===== src/rtl/mul_4to2_pipe.sv =====
// mul_4to2_pipe: pipelined N x N multiplier with a 4:2-compressor reduction tree.
//
// Pipeline stages:
//   stage 0     : operand/mode/tag capture at accept
//   tree lvl 0  : registered partial-product rows
//                 (Baugh-Wooley terms applied in signed mode)
//   tree lvl 1+ : each level reduces the rows 4:2 and registers the result
//                 (rows run N -> N/2 -> ... -> 2)
//   output      : 2N-bit carry-propagate add registered into product
// Total latency is log2(DATA_LEN)+1 cycles.
//
// The stall is global: when a result is waiting and the consumer is not
// ready, every stage register holds.
//
// Ports:
//   clk, rst          clock; synchronous active-high reset
//   in_valid/in_ready operand handshake (in_ready depends only on out_ready/state)
//   in_signed         1 = two's complement operands, 0 = unsigned
//   op1, op2          DATA_LEN-bit operands
//   in_tag            opaque tag carried with the operation
//   out_valid/out_ready result handshake
//   product           2*DATA_LEN-bit product (mod 2^(2N))
//   out_tag           tag of the operation in product
module mul_4to2_pipe #(
    parameter int DATA_LEN = 8,   // 8, 16 or 32
    parameter int TAG_LEN  = 4
) (
    input  logic                    clk,
    input  logic                    rst,
    input  logic                    in_valid,
    output logic                    in_ready,
    input  logic                    in_signed,
    input  logic [DATA_LEN-1:0]     op1,
    input  logic [DATA_LEN-1:0]     op2,
    input  logic [TAG_LEN-1:0]      in_tag,
    output logic                    out_valid,
    input  logic                    out_ready,
    output logic [2*DATA_LEN-1:0]   product,
    output logic [TAG_LEN-1:0]      out_tag
);

    localparam int W      = 2 * DATA_LEN;
    localparam int LAT    = $clog2(DATA_LEN) + 1;
    localparam int LEVELS = LAT - 2;          // number of 4:2 reduction levels
    localparam int NROWS  = 2 * DATA_LEN - 2; // rows stored over all tree levels

    // All tree levels share one row array. Level l holds DATA_LEN>>l rows,
    // starting at this offset.
    function automatic int level_base(input int lvl);
        return W - (W >> lvl);
    endfunction

    // Row-wise 4:2 compressor over all W columns. Returns {carry_row, sum_row}.
    // cout of each column feeds cin of the next; column 0 has cin = 0.
    // Constant-zero inputs in sparse columns fold into half adders / 3:2 CSAs
    // during synthesis. Carries out of the top column are dropped (mod 2^W).
    function automatic logic [2*W-1:0] compress_4to2(
        input logic [W-1:0] a,
        input logic [W-1:0] b,
        input logic [W-1:0] c,
        input logic [W-1:0] d
    );
        logic [W-1:0] sum_row;
        logic [W-1:0] cy_vec;
        logic         cin;
        logic         cout;
        logic         t;
        cin     = 1'b0;
        sum_row = '0;
        cy_vec  = '0;
        for (int k = 0; k < W; k++) begin
            t          = a[k] ^ b[k] ^ c[k];
            cout       = (a[k] & b[k]) | (a[k] & c[k]) | (b[k] & c[k]);
            sum_row[k] = t ^ d[k] ^ cin;
            cy_vec[k]  = (t & d[k]) | (t & cin) | (d[k] & cin);
            cin        = cout;
        end
        return {cy_vec << 1, sum_row};
    endfunction

    // ------------------------------------------------------------------
    // State
    // ------------------------------------------------------------------
    logic                s0_valid_reg;
    logic                s0_signed_reg;
    logic [DATA_LEN-1:0] s0_op1_reg;
    logic [DATA_LEN-1:0] s0_op2_reg;
    logic [TAG_LEN-1:0]  s0_tag_reg;

    logic [W-1:0]        tree_reg  [NROWS];
    logic [W-1:0]        tree_next [NROWS];
    logic [LEVELS:0]     tree_valid_reg;
    logic [TAG_LEN-1:0]  tree_tag_reg [LEVELS+1];

    logic                out_valid_reg;
    logic [W-1:0]        product_reg;
    logic [TAG_LEN-1:0]  out_tag_reg;

    logic                stall;
    logic [W-1:0]        sum_final;

    assign stall     = out_valid_reg && !out_ready;
    assign in_ready  = !stall;
    assign out_valid = out_valid_reg;
    assign product   = product_reg;
    assign out_tag   = out_tag_reg;

    // ------------------------------------------------------------------
    // Level 0: partial-product rows from the stage-0 registers.
    // Signed mode: Baugh-Wooley inverts the sign-column terms of rows
    // 0..N-2 and the non-sign terms of row N-1. The two correction ones sit
    // in free slots: bit N of row 0 and bit 2N-1 of row N-1.
    // ------------------------------------------------------------------
    for (genvar gi = 0; gi < DATA_LEN; gi++) begin : g_pp
        logic [W-1:0] pp_row;
        always_comb begin
            pp_row = '0;
            for (int j = 0; j < DATA_LEN; j++) begin
                if ((gi == DATA_LEN - 1) ? (j != DATA_LEN - 1) : (j == DATA_LEN - 1))
                    pp_row[gi + j] = (s0_op1_reg[j] & s0_op2_reg[gi]) ^ s0_signed_reg;
                else
                    pp_row[gi + j] = s0_op1_reg[j] & s0_op2_reg[gi];
            end
            if (gi == 0)
                pp_row[DATA_LEN] = s0_signed_reg;
            if (gi == DATA_LEN - 1)
                pp_row[W-1] = s0_signed_reg;
        end
        assign tree_next[gi] = pp_row;
    end

    // ------------------------------------------------------------------
    // Reduction levels: groups of four rows -> one sum row + one carry row.
    // ------------------------------------------------------------------
    for (genvar gi = 1; gi <= LEVELS; gi++) begin : g_lvl
        for (genvar gj = 0; gj < (DATA_LEN >> (gi + 1)); gj++) begin : g_grp
            localparam int SRC = level_base(gi - 1) + 4 * gj;
            localparam int DST = level_base(gi) + 2 * gj;
            logic [2*W-1:0] cmp;
            assign cmp = compress_4to2(tree_reg[SRC], tree_reg[SRC+1],
                                       tree_reg[SRC+2], tree_reg[SRC+3]);
            assign tree_next[DST]   = cmp[W-1:0];
            assign tree_next[DST+1] = cmp[2*W-1:W];
        end
    end

    // Final carry-propagate add of the last two rows; the carry out is dropped.
    assign sum_final = tree_reg[NROWS-2] + tree_reg[NROWS-1];

    // ------------------------------------------------------------------
    // Control path: valid bits and the output registers (reset).
    // ------------------------------------------------------------------
    always_ff @(posedge clk) begin
        if (rst) begin
            s0_valid_reg   <= 1'b0;
            tree_valid_reg <= '0;
            out_valid_reg  <= 1'b0;
            product_reg    <= '0;
            out_tag_reg    <= '0;
        end else if (!stall) begin
            s0_valid_reg   <= in_valid;
            tree_valid_reg <= {tree_valid_reg[LEVELS-1:0], s0_valid_reg};
            out_valid_reg  <= tree_valid_reg[LEVELS];
            // Bubbles do not overwrite the last delivered result.
            if (tree_valid_reg[LEVELS]) begin
                product_reg <= sum_final;
                out_tag_reg <= tree_tag_reg[LEVELS];
            end
        end
    end

    // ------------------------------------------------------------------
    // Data path: operands, rows and tags. These need no reset because the
    // valid bits qualify them.
    // ------------------------------------------------------------------
    always_ff @(posedge clk) begin
        if (!stall) begin
            s0_op1_reg      <= op1;
            s0_op2_reg      <= op2;
            s0_signed_reg   <= in_signed;
            s0_tag_reg      <= in_tag;
            tree_reg        <= tree_next;
            tree_tag_reg[0] <= s0_tag_reg;
            for (int k = 1; k <= LEVELS; k++)
                tree_tag_reg[k] <= tree_tag_reg[k-1];
        end
    end

endmodule


===== config.mk =====
export PLATFORM = sky130hd
export DESIGN_NAME = mul_4to2_pipe
export DESIGN_NICKNAME = d
export VERILOG_FILES = /design/src/rtl/mul_4to2_pipe.sv
export SDC_FILE = /design/constraint.sdc
export NUM_CORES = 1
export LEC_CHECK = 0
export CELL_PAD_IN_SITES_DETAIL_PLACEMENT = 0
export CELL_PAD_IN_SITES_GLOBAL_PLACEMENT = 2
export CORE_ASPECT_RATIO = 1.5
export CORE_MARGIN = 8
export CORE_UTILIZATION = 44
export DETAILED_ROUTE_END_ITERATION = 6
export GPL_TIMING_DRIVEN = 0
export HOLD_SLACK_MARGIN = 0.12
export PLACE_DENSITY_LB_ADDON = 0.1
export SKIP_CTS_REPAIR_TIMING = 1
export SLEW_MARGIN = 20
export SYNTH_ARGS = -nofsm -noshare
export SYNTH_HDL_FRONTEND = slang
export SYNTH_SLANG_ARGS = --single-unit

===== constraint.sdc =====
create_clock -name clk -period 6.2 [get_ports clk]
set_clock_uncertainty 0.05 [all_clocks]
set_input_delay 0.62 -clock clk [delete_from_list [all_inputs] [get_ports clk]]
set_output_delay 0.62 -clock clk [all_outputs]
set_load 0.01 [all_outputs]

* After elaboration in Yosys (flattened, before gate mapping)
Memories as Yosys holds them, arrays and structs flattened. A register that Yosys moved wholly into a read port is not among the register bits. Cells that the tools add are included.
Cells by class: add/sub/neg operators 1, multiplexer cells 1, bitwise logic cells 376, reductions and logical operators 4
Operators by type and width (count):
- 1-bit bitwise AND | 193
- 1-bit XOR | 104
- 1-bit bitwise OR | 78
- 16-bit adder | 1
- 1-bit zero test | 2
- 2-bit AND reduction | 1
- 1-bit logical AND | 1
- 1-bit two-way mux | 1
- 1-bit NOT | 1
Storage, ports and cells: bits in registers 174, bits in writable memories 12, input bits 25, output and inout port bits 22, logic and storage cells 405, memories 1
Memories:
- tree_tag_reg | words 3, bits a word 4, rd ports 3, clocked after memory_dff 1, write ports 3, line 93 | logic [TAG_LEN-1:0] tree_tag_reg [LEVELS+1];

* Longest topological paths before layout
Gate-level depths: netlist of run 1.
word-level depth 6, depth in mapped cells 7, mapped depth without buffers 7

* Least setup slack after synthesis of run 1
Ideal clock, no wire load.
path kind input port to flip-flop, from input port out_ready, to register product_reg[14], in the netlist product[14], library setup time 0.061 ns, arrival time 5.195 ns, data required time 6.089 ns, slack 0.895 ns, stages 6, buffers on the path 1, cell sequence nor2b_2 inv_1 nand2_1 buf_2 a2111oi_0 a311o_1
On the way: cells in the longest elaborated chain, start to end 4
RTL lines:
- start, declared | line 37 | input logic out_ready,
- 1-bit zero test | line 102 | assign stall = out_valid_reg && !out_ready;
- 1-bit logical AND | line 102
- 1-bit NOT (no source line)
- 2-bit AND reduction (no source line)
- end signal, assigned | line 166 | product_reg <= sum_final;
- end, declared | line 96 | logic [W-1:0] product_reg;
No other way between the ends. A chain may end at the register's enable or synchronous reset.

* Worst setup path in the final report of run 1
from input port out_ready, to output port in_ready
On the way: cells in the longest elaborated chain, start to end 3
RTL lines:
- 1-bit zero test | line 102
- 1-bit logical AND | line 102
- 1-bit zero test
- end, declared | line 31 | output logic in_ready,
No other way between the ends.

==> results of run 1 <==
## layout make-up
type	instances	area, um^2	share of cell area
buffer	11	50.0	0.00546
clock buffer	20	500	0.0546
clock inverter	12	114	0.0124
inverter	26	105	0.0115
multi-input combinational	255	2220	0.242
sequential	189	5430	0.592
tap	213	267	0.0291
timing repair buffer	47	488	0.0532
## power by group through the flow
| stage | registers, mW | clock network [mW] | logic [mW] |
|---|---|---|---|
| after detailed placement | 1.70 | 0 | 0.542 |
| after CTS | 1.68 | 1.12 | 0.545 |
| after global routing | 1.69 | 1.18 | 0.623 |
| final | 1.67 | 1.09 | 0.529 |
| after floorplan | 1.68 | 0 | 0.410 |
| after global placement | 1.70 | 0 | 0.536 |
## worst max-delay path: stages
cell and delay (ps):
clkdlybuf4s50_1 410, nor2b_2 340, inv_8 210, clkdlybuf4s50_1 560
## placed cells by master (no fill, tap or decap), drive strengths merged
| master | instances |
|---|---|
| edfxtp | 164 |
| nand2 | 55 |
| and2 | 51 |
| clkdlybuf4s50 | 46 |
| fa | 40 |
| inv | 32 |
| clkbuf | 26 |
| a21oi | 25 |
| dfxtp | 25 |
| ha | 22 |
| xnor2 | 20 |
| nor2 | 10 |
| buf | 6 |
| a21o | 4 |
| a211oi | 4 |
| nor3b | 3 |
| clkinvlp | 3 |
| clkinv | 3 |
| o21ai | 3 |
| a311o | 2 |
| nand3 | 2 |
| a2111oi | 2 |
| and3 | 2 |
| nor2b | 1 |
| a31o | 1 |
| and4 | 1 |
| a221oi | 1 |
| o21a | 1 |
| o21bai | 1 |
| mux2i | 1 |
| nor3 | 1 |
| or3 | 1 |
| or2 | 1 |
## stage by stage
step / instance area (um^2) / worst slack (ps) / setup TNS, ps / instances
after global placement: 8520 / -1210 / -18090 / 740
after detailed placement: 8550 / 3330 / 0 / 741
final: 9170 / 3330 / 0 / 773
after floorplan: 7790 / 895 / 0 / 481
after global routing: 9170 / 3230 / 0 / 773
after CTS: 9170 / 3320 / 0 / 773
## worst paths after layout
path,start,to,slack [ps]
worst max register to register,tree_reg[5]$_DFFE_PN_,product[15]$_SDFFE_PP0P_,3920
worst min-delay path,tree_tag_reg[1][3]$_DFFE_PN_,tree_tag_reg[2][3]$_DFFE_PN_,370
worst max-delay path,out_ready,in_ready,3330
worst min register to register,tree_tag_reg[1][3]$_DFFE_PN_,tree_tag_reg[2][3]$_DFFE_PN_,370
## per-layer routing
metal	track usage	vias to the layer above
li1	-	1813
met1	0.118	1873
met2	0.218	51
met3	0.0314	16
met4	0.0519	0
met5	0	-
## logic make-up after synthesis
family,synth area share
flip-flops,0.696
XOR/XNOR,0.0225
buffers and inverters,0.0190
adder cells (fa/ha/maj),0.138
multiplexers,0.00128
AND/OR/NAND/NOR,0.0829
AO/OA/AOI/OAI,0.0398
==> impl_metrics.tcl, run 1 <==
set metrics [dict create \
    grt_max_degree 116 \
    clock-root-buffer "clkbuf_16" \
    wl_per_cell_um 15.6 \
    drcViolationCount 0 \
    worst_ep_arrival_time_ps 2200 \
    dp_hpwl_mm 8.49 \
    whs_path_depth 0 \
    synthTopCellsByArea "edfxtp_1, fa_1, dfxtp_1" \
    synth_cells 481 \
    reg2reg_depth 7 \
    setup_viol 0 \
    die_h_um 179 \
    overflow 0 \
    yosysMostFrequentCell "edfxtp_1" \
    viasPerCell 4.86 \
    p_clk_frac 0.332 \
    synth_fp_nets 568 \
    p_switching_mw 0.842 \
    synthDistinctLibCells 37 \
    dieArea_um2 22300 \
    portBuffers 46 \
    met1_length_mm 4.69 \
    rsz0062_at_grt "false" \
    comb_power_share 0.161 \
    synth.top_cell.area_share 0.632 \
    status "complete, no violations" \
    yosysSeqAreaShare 0.696 \
    finalPower_mw 3.29 \
    synth_seq_cells 189 \
    worst_pin_slew_ps 573 \
    syn2layout_area_growth_pct 17.7 \
    p_per_area_nw_per_um2 359 \
    clock_latency_ps 430 \
    hold_viol 0 \
    period_share 0.463 \
    clk_path_buf_depth 2 \
    crit_path_max_fanout 57 \
    fillers 1431 \
    initial_utilization 0.449 \
    crit_path_end_kind "output pin" \
    num_io_pins 47 \
    antenna_found_initial 0 \
    critPathKind "in -> out" \
    cp-start-kind "input port" \
    tritoncts "yes" \
    cts_buffers 17 \
    synthFlopType "edfxtp_1" \
    sw_frac_of_total 0.256 \
    drt-total-wl_mm 12.1 \
    final_nets 634 \
    synth_edf_count 164 \
    required_ps 5530 \
    wl_met3_um 384 \
    vias 3753 \
    synthTopCellsByCount "edfxtp_1, nand2_1, and2_1, fa_1, inv_1" \
    fin_util 0.528 \
    route.met2.wl_mm 6.78 \
    fmax_mhz 348 \
    core_area_um2 17300 \
    num_rows 59 \
    grt_first_pass_wirelength_mm 20.3 \
    yosys_warnings 0 \
    drt_iter0_drc 209 \
    dieWidth_um 125 \
    grt_usage 0.116 \
    hold_ws_ps 371 \
    synth_largest_area_cell "edfxtp_1" \
    htreeDepth 4 \
    largest_register_ffs 131 \
    p_seq_frac 0.507 \
    gp_congestion 0.746 \
    avgSynthCellArea_um2 16.2 \
    slew_headroom 0.618 \
    irDropWorstVdd_mv 0.168 \
    n_antenna_cell 0 \
    fin_crit_ps 2870 \
    clk_pin_slew_worst_paths_ps 60 \
    hold_path_class "reg -> reg" \
    drv_cap 0 \
    power.internal_mw 2.45 \
    drive_above_1_share 0.0857 \
    p_leak_nw 3.56 \
    grt_pass1_vias 4107 \
    antenna_left 0 \
    synth-async-reset-ratio 0 \
    drt_pass1_iterations 4 \
    finalMaxSlewViolations 0 \
    top_layer_used "met4" \
    synth_area_um2 7790 \
    clock_sinks 189 \
]
Power figures use the tool's default switching activity.
==> run 2: changes to the inputs <==
--- a/config.mk
+++ b/config.mk
@@ -9,7 +9,7 @@
 export CELL_PAD_IN_SITES_GLOBAL_PLACEMENT = 2
 export CORE_ASPECT_RATIO = 1.5
 export CORE_MARGIN = 8
-export CORE_UTILIZATION = 44
+export CORE_UTILIZATION = 40
 export DETAILED_ROUTE_END_ITERATION = 6
 export GPL_TIMING_DRIVEN = 0
 export HOLD_SLACK_MARGIN = 0.12
==> constraint.sdc (replaced) <==
create_clock -name clk -period 2.6 [get_ports clk]
set_clock_uncertainty 0.05 [all_clocks]
set_input_delay 0.26 -clock clk [delete_from_list [all_inputs] [get_ports clk]]
set_output_delay 0.26 -clock clk [all_outputs]
set_load 0.01 [all_outputs]
==> run 2 against run 1 <==
Effect of this change: clock power up 130%; total power up 140%; die area is 8.9% higher; worst hold slack lost 45 ps; core utilization fell by 4.2 points; critical path depth is 1 higher; sequential power increased by 140%; sequential cell count is the same; clock-buffer cell count down 3; global-route usage down 0.59 points.
==> impl_metrics.tcl, run 2 (synthesized netlist as in run 1, its figures left out) <==
set metrics [dict create \
    rsz0062_at_grt "false" \
    crit_path_max_fanout 38 \
    p_per_area_nw_per_um2 832 \
    num_io_pins 47 \
    setup_viol 0 \
    viasPerCell 4.54 \
    hold_viol 0 \
    comb_power_share 0.165 \
    period_share 0.927 \
    largest_register_ffs 131 \
    vias 3745 \
    grt_first_pass_wirelength_mm 20.4 \
    fin_util 0.486 \
    drt_pass1_iterations 4 \
    antenna_left 0 \
    worst_pin_slew_ps 534 \
    critPathKind "reg -> out" \
    crit_path_end_kind "output pin" \
    final_nets 642 \
    fin_crit_ps 2410 \
    hp-start "op1[6]" \
    clock_sinks 189 \
    dp_hpwl_mm 8.92 \
    irDropWorstVdd_mv 0.436 \
    sw_frac_of_total 0.266 \
    clk_pin_slew_worst_paths_ps 70 \
    ff2ff_setup_slack_ps 260 \
    cp-start-kind "flip-flop" \
    drv_cap 0 \
    fmax_mhz 415 \
    reg2reg_depth 7 \
    clk_path_buf_depth 2 \
    p_seq_frac 0.514 \
    grt_pass1_vias 4062 \
    drive_above_1_share 0.104 \
    wl_per_cell_um 14.9 \
    r2r_end "product[15]$_SDFFE_PP0P_" \
    grt_usage 0.110 \
    syn2layout_area_growth_pct 19.5 \
    clock-root-buffer "clkbuf_16" \
    worst_ep_arrival_time_ps 2100 \
    gp_congestion 0.731 \
    layout_common_cells "edfxtp_1, nand2_1, and2_1, clkdlybuf4s50_1, fa_1" \
    n_antenna_cell 0 \
    grt_max_degree 40 \
    overflow 0 \
    drt-total-wl_mm 12.3 \
    tritoncts "yes" \
    die_h_um 187 \
    dieWidth_um 130 \
    finalMaxSlewViolations 0 \
    dieArea_um2 24300 \
    status "complete, no violations" \
    whs_path_depth 1 \
    drcViolationCount 0 \
    power.internal_mw 5.69 \
    fillers 1690 \
    finalPower_mw 7.75 \
    core_area_um2 19200 \
    layout.cells.most_common "edfxtp_1" \
    slew_headroom 0.644 \
    initial_utilization 0.407 \
    p_switching_mw 2.06 \
    drt_iter0_drc 203 \
    portBuffers 46 \
    clock_latency_ps 430 \
    htreeDepth 4 \
    p_leak_nw 3.61 \
    rr_startpoint "tree_reg[5]$_DFFE_PN_" \
    required_ps 2290 \
    p_clk_frac 0.322 \
    antenna_found_initial 0 \
    hold_path_class "in -> reg" \
    cts_buffers 17 \
    num_rows 62 \
    finalSetupTns_ps 0 \
    hold_path_end "s0_op1_reg[6]$_DFFE_PN_" \
]
[run 2: changes by cell type in the layout (fill, tap and decap cells not counted), moves of 2 or more]
| cell | previous run | this run |
|---|---|---|
| buf_6 | 0 | 2 |
| buf_12 | 0 | 4 |
| buf_4 | 1 | 5 |
| clkbuf_16 | 20 | 17 |
| a211oi_1 | 3 | 1 |
| buf_2 | 4 | 2 |
| a211oi_2 | 0 | 2 |
[run 2: power groups by stage]
stage | Sequential, mW | Clock (mW) | Combinational (mW)
after floorplan | 4.01 | 0 | 0.987
after global placement | 4.05 | 0 | 1.29
after detailed placement | 4.06 | 0 | 1.30
after CTS | 3.99 | 2.58 | 1.31
after global routing | 4.03 | 2.68 | 1.49
final | 3.98 | 2.49 | 1.28
[run 2: worst max-delay path by stage]
stage          slack [ps]                        to              startpoint
2_1_floorplan       -1300  product[14]$_SDFFE_PP0P_  out_valid$_SDFFE_PP0N_
3_3_place_gp        -2740   product[4]$_SDFFE_PP0P_               out_ready
3_5_place_dp           -2                  in_ready               out_ready
4_1_cts               -90                  in_ready  out_valid$_SDFFE_PP0N_
5_1_grt                60                  in_ready  out_valid$_SDFFE_PP0N_
6_report              190                  in_ready  out_valid$_SDFFE_PP0N_
[run 2: critical path, cell delays in order (launching register included)]
cell and delay (ps):
dfxtp_2 330, nor2b_4 220, clkinvlp_4 190, buf_12 210, buf_12 190, clkdlybuf4s50_1 500
[run 2: area by class of cell]
cell class | count | area [um^2] | share of cell area
Clock buffer | 17 | 425 | 0.0457
Tap cell | 256 | 320 | 0.0344
Clock inverter | 15 | 145 | 0.0156
Buffer | 11 | 62.6 | 0.00672
Timing Repair Buffer | 55 | 598 | 0.0642
Sequential cell | 189 | 5430 | 0.583
Inverter | 26 | 101 | 0.0109
Multi-Input combinational cell | 255 | 2230 | 0.240
[run 2: metal layers]
metal	vias to the layer above	share of wire	GRT usage
met4	0	0.015	0.0493
met2	59	0.54	0.197
met5	-	0	0
met1	1842	0.40	0.116
li1	1834	-	-
met3	10	0.038	0.0311
[run 2: stage by stage]
step,hold WS (ps),std cells,area (um^2),setup slack (ps)
after floorplan,309,481,7820,-1300
after global placement,353,783,8600,-2740
after detailed placement,355,788,8710,-2.30
after CTS,308,820,9280,-92.7
after global routing,304,824,9310,56.2
final,326,824,9310,190
